--- config.mk ---
export PLATFORM = sky130hd
export DESIGN_NAME = updown_sweep_ctrl
export DESIGN_NICKNAME = d
export VERILOG_FILES = /design/src/rtl/updown_sweep_ctrl_pkg.sv /design/src/rtl/updown_sweep_ctrl.sv
export SDC_FILE = /design/constraint.sdc
export NUM_CORES = 1
export LEC_CHECK = 0
export ABC_CLOCK_PERIOD_IN_PS = 3600
export CAP_MARGIN = 10
export CORE_ASPECT_RATIO = 0.5
export CORE_MARGIN = 2
export CORE_UTILIZATION = 45
export DETAILED_ROUTE_END_ITERATION = 6
export GPL_TIMING_DRIVEN = 0
export PLACE_DENSITY = 0.69
export RECOVER_POWER = 100
export SETUP_SLACK_MARGIN = 0.5
export SLEW_MARGIN = 20
export SYNTH_ARGS = -nofsm -noshare
export SYNTH_HDL_FRONTEND = slang
export SYNTH_SLANG_ARGS = --single-unit
export TNS_END_PERCENT = 5
--- constraint.sdc ---
create_clock -name clk -period 3.6 [get_ports clk]
set_input_delay 0.72 -clock clk [delete_from_list [all_inputs] [get_ports clk]]
set_output_delay 0.72 -clock clk [all_outputs]
set_load 0.02 [all_outputs]
--- src/rtl/updown_sweep_ctrl_pkg.sv ---
// Shared types and defaults for the up/down sweep controller.
package updown_sweep_ctrl_pkg;

  localparam int DEFAULT_W = 4;

  typedef enum logic [2:0] {
    IDLE = 3'd0,
    LOAD = 3'd1,
    UP   = 3'd2,
    DOWN = 3'd3,
    DONE = 3'd4
  } state_e;

endpackage

--- src/rtl/updown_sweep_ctrl.sv ---
// Drives an external hold-less up/down counter through repeated lo->hi->lo sweeps.
// Holding is done by reloading the counter with its own value.
module updown_sweep_ctrl
  import updown_sweep_ctrl_pkg::*;
#(
  parameter int W = DEFAULT_W
) (
  input  logic         clk,
  input  logic         rst,
  input  logic         start,
  input  logic         abort,
  input  logic [W-1:0] lo,
  input  logic [W-1:0] hi,
  input  logic [W-1:0] nsweep,
  input  logic [W-1:0] cnt_q,
  output logic [W-1:0] cnt_d,
  output logic         cnt_ld,
  output logic         cnt_und,
  output logic         busy,
  output logic         done,
  output logic         err
);

  state_e         state_q, state_d;
  logic [W-1:0]   lo_q, lo_d;
  logic [W-1:0]   hi_q, hi_d;
  logic [W-1:0]   nsweep_q, nsweep_d;
  logic [W-1:0]   sweeps_q, sweeps_d;
  logic [W-1:0]   sweeps_inc;
  logic           busy_q, done_q, err_q;
  logic           err_d;

  assign sweeps_inc = sweeps_q + {{(W-1){1'b0}}, 1'b1};

  always_comb begin
    state_d  = state_q;
    lo_d     = lo_q;
    hi_d     = hi_q;
    nsweep_d = nsweep_q;
    sweeps_d = sweeps_q;
    err_d    = 1'b0;
    cnt_ld   = 1'b1;
    cnt_d    = cnt_q;
    cnt_und  = 1'b0;

    unique case (state_q)
      IDLE: begin
        if (start) begin
          if ((lo < hi) && (nsweep != '0)) begin
            lo_d     = lo;
            hi_d     = hi;
            nsweep_d = nsweep;
            sweeps_d = '0;
            state_d  = LOAD;
          end else begin
            err_d = 1'b1;
          end
        end
      end
      LOAD: begin
        if (abort) begin
          state_d = IDLE;
        end else begin
          cnt_d   = lo_q;
          state_d = UP;
        end
      end
      UP: begin
        if (abort) begin
          state_d = IDLE;
        end else begin
          // Turn around on the hi sample itself so hi is never overshot.
          cnt_ld = 1'b0;
          if (cnt_q == hi_q) begin
            cnt_und = 1'b0;
            state_d = DOWN;
          end else begin
            cnt_und = 1'b1;
          end
        end
      end
      DOWN: begin
        if (abort) begin
          state_d = IDLE;
        end else if (cnt_q == lo_q) begin
          sweeps_d = sweeps_inc;
          if (sweeps_inc == nsweep_q) begin
            state_d = DONE;
          end else begin
            cnt_ld  = 1'b0;
            cnt_und = 1'b1;
            state_d = UP;
          end
        end else begin
          cnt_ld  = 1'b0;
          cnt_und = 1'b0;
        end
      end
      DONE: begin
        state_d = IDLE;
      end
      default: begin
        state_d = IDLE;
      end
    endcase
  end

  always_ff @(posedge clk) begin
    if (rst) begin
      state_q  <= IDLE;
      lo_q     <= '0;
      hi_q     <= '0;
      nsweep_q <= '0;
      sweeps_q <= '0;
      busy_q   <= 1'b0;
      done_q   <= 1'b0;
      err_q    <= 1'b0;
    end else begin
      state_q  <= state_d;
      lo_q     <= lo_d;
      hi_q     <= hi_d;
      nsweep_q <= nsweep_d;
      sweeps_q <= sweeps_d;
      // Status flags are registered from the next state so they line up with it.
      busy_q   <= (state_d == LOAD) || (state_d == UP) || (state_d == DOWN);
      done_q   <= (state_d == DONE);
      err_q    <= err_d;
    end
  end

  assign busy = busy_q;
  assign done = done_q;
  assign err  = err_q;

endmodule

==> summary.md <==
| Metric | Value |
|---|---|
| Fin nets | 195 |
| Commonest cells after routing, fill and taps aside | dfxtp_1, nor2_1, clkdlybuf4s50_1, mux2i_1, xor2_1 |
| Root buffer cell | clkbuf_8 |
| Number of setup violations in the final report | 0 |
| Crit-path max FO | 10 |
| Total track usage | 0.1801 |
| Pins Over Slew Limit | 0 |
| Drt pass-1 iters | 4 |
| Final hold violations | 0 |
| Predominant post-synthesis flop cell | dfxtp_1 |
| Initial antenna violation count | 0 |
| Worst slew margin | 0.3764 |
| Crit-path leading delay family | buffers and inverters |
| Max-cap check violation count | 0 |
| Final Wtd Congestion | 0.7775 |
| Hpwl dp | between 2 and 2.5 mm |
| DP Worst Slack | -0.1454 ns |
| Vias post-DR | around 1.1k |
| Post-synth EDFFs | 0 |
| Final WS setup | 0.3506 ns |
| First-pass GRT wire length | 4.609 mm |
| Largest stage delay, worst path | roughly 0.65 ns |
| Fmax achieved | 307.7 MHz |
| Remaining Overflow, GRT | 0 |
| Max VDD drop | 200.2 uV |
| Worst Setup End Kind | output pin |
| #FFs+latches synth | 22 |
| Crit path time final | between 3 and 4 ns |
| Final hold slack | 0.5231 ns |
| Routed wire length | 2.696 mm |
| TritonCTS clock tree | yes |
| Max clock buf depth | 2 |
| DRC | 0 |
| RSZ-0062 raised after global routing | yes |
| Starting Density | 0.4856 |
| Crit path cell chain | clkbuf_1 > nor4b_2 > mux2_1 > dlygate4sd3_1 |
| Pleak | about 0.72 nW |
| Iter 0 DRT Violations | 47 |
| Ys async rst share | 0 |
| Commonest non-fill, non-tap cell in the layout | dfxtp_1 |
| Core ar. | 2651 um2 |
| Clock Latency Late Sink | about 0.26 ns |
| Ports | 29 |
| Antenna viol nets, final | 0 |
| WL per Instance | around 13 um |
| # H-tree levels | 1 |
| Syn avg cell area | approximately 9.4 um2 |
| Post-synth top area share | 0.3421 |
| Post-layout util | 0.6163 |
| Top cells by area, synth | dfxtp_1, mux2i_1, xor2_1, nor2_1, ha_1 |
| Die Ht | 41.82 um |
| Buffers on Ports | 27 |
| Inserted Diodes | 0 |
| Area growth, synth to finish | 26.92% |
| Status | completed |
| Mapped Area | roughly 1300 um2 |
| Cell accounting for the most synthesized area | dfxtp_1 |
| Fin crit share | 0.9026 |
| Worst min-delay path class | flip-flop to flip-flop |
| Crit path kind | input port to output pin |
| Netlist cell types | 40 |
| Vias in the first global route | 986 |
| Largest net degree at the start of global routing | 12 |
| CP max-delay cell | dlygate4sd3_1 |
| Share of cells above drive strength 1 | 0.07101 |
| Dpl cells | 201 |
| Rows | 13 |
| Die area | 3331 um2 |
| Data arrival, critical path | between 2 and 3 ns |
| Sink Count | 22 |
| Via density per instance | 5.126 |
| Critical path required time | 2.88 ns |
| CTS Buf Count | 3 |
| Ys Warns | 0 |
| Power Density | 332.1 nW/um2 |
| Layout Cells excl Fill | 206 |
| Worst Tran Pin Value | around 0.93 ns |
| Clock Pin Slew Worst Setup and Hold Paths | 0.08 ns |
| Critical Path Start Type | input port |
| Horiz. Die Dim | around 80 um |
| Sequential share of the synthesized area | 0.3421 |
| Mapped Cells | between 100 and 150 |
| Clock skew | 0.001244 ns |
| CP Buf/Inv Count | 2 |
| Syn_nets | roughly 160 |
==> routing by layer <==
layer  vias up  global-route usage  part of all wire
li1        556                   -                 -
met1       478              0.2556              0.55
met2        20              0.2622              0.41
met3         2             0.05435             0.036
met4         0             0.05172            0.0030
met5         -                   0                 0
==> path summary, 6_finish.rpt <==
kind | to | cells after the start | slack [ns] | from
setup / recovery | cnt_d[2] | 4 | 0.35 | abort
hold / removal | nsweep_q[2] | 2 | 0.52 | nsweep_q[2]
setup reg to reg | sweeps_q[1] | 7 | 1.42 | lo_q[3]
hold reg to reg | nsweep_q[2] | 2 | 0.52 | nsweep_q[2]
==> power breakdown <==
part | internal, W | switching, W | leakage (nW)
logic | 0.0000636 | 0.0000596 | 0.517
registers | 0.000255 | 0.00000834 | 0.179
clock network | 0.0000748 | 0.0000810 | 0.0216
total | 0.000394 | 0.000149 | 0.717
==> per-stage QoR <==
stage	area, um2	power (W)	setup TNS [ns]
after floorplan	1287	0.0003507	0
after global placement	1604	0.0003991	-0.1552
after detailed placement	1604	0.0004003	-0.1454
after CTS	1674	0.0005605	0
after global routing	1634	0.0005754	0
final	1634	0.0005427	0
==> cells by family (layout without fill, tap and decap cells) <==
group,count (synthesis),in the layout,synth area share
fa+ha+maj,4,4,0.03887
mux,16,16,0.1283
xor+xnor,14,14,0.09523
flops,22,22,0.3421
compound gates,20,20,0.1215
simple gates,52,52,0.2362
buf+inv,9,41,0.03790
==> Yosys cell counts (2+ instances only) <==
library cell,number
nand2_1,7
nand2b_1,3
a22o_1,2
ha_1,4
nor4_1,2
mux2_1,4
o21ai_0,4
nand3_1,3
buf_6,2
nor4b_2,2
mux2i_1,12
xnor2_1,4
inv_1,4
a211oi_2,2
clkbuf_1,3
nand4_1,2
o21bai_1,2
xor2_1,10
nor2_1,17
nor3_1,7
dfxtp_1,22
==> flip-flops by register name (all words and copies together) (netlist names) <==
signal	cells
err	1
busy	1
state_q	3
sweeps_q	4
hi_q	4
lo_q	4
done	1
nsweep_q	4
==> what timing repair did <==
item / CTS / global route
hold buffers: 0 / 0
setup buffers: 2 / 0
gates resized for setup: 10 / 4
setup endpoints to repair: 6 / 6
pin swaps: 1 / 2
==> area by class of cell <==
| type | instances | area, um2 |
|---|---|---|
| Fill cell | 257 | 1017 |
| Multi-Input combinational cell | 106 | 778.2 |
| Sequential cell | 22 | 440.4 |
| Timing Repair Buffer | 29 | 279.0 |
| Tap cell | 37 | 46.29 |
| Clock buffer | 3 | 41.29 |
| Buffer | 5 | 33.78 |
| Inverter | 4 | 15.01 |
==> worst reg2reg max path: stages, from the launching register on <==
cell and delay [ns]:
dfxtp_1 0.33, xor2_1 0.17, nor4_1 0.55, buf_4 0.22
clkbuf_1 0.23, nand4b_1 0.13, a2111o_1 0.42, nand3_1 0.07
Power figures use the tool's default switching activity.
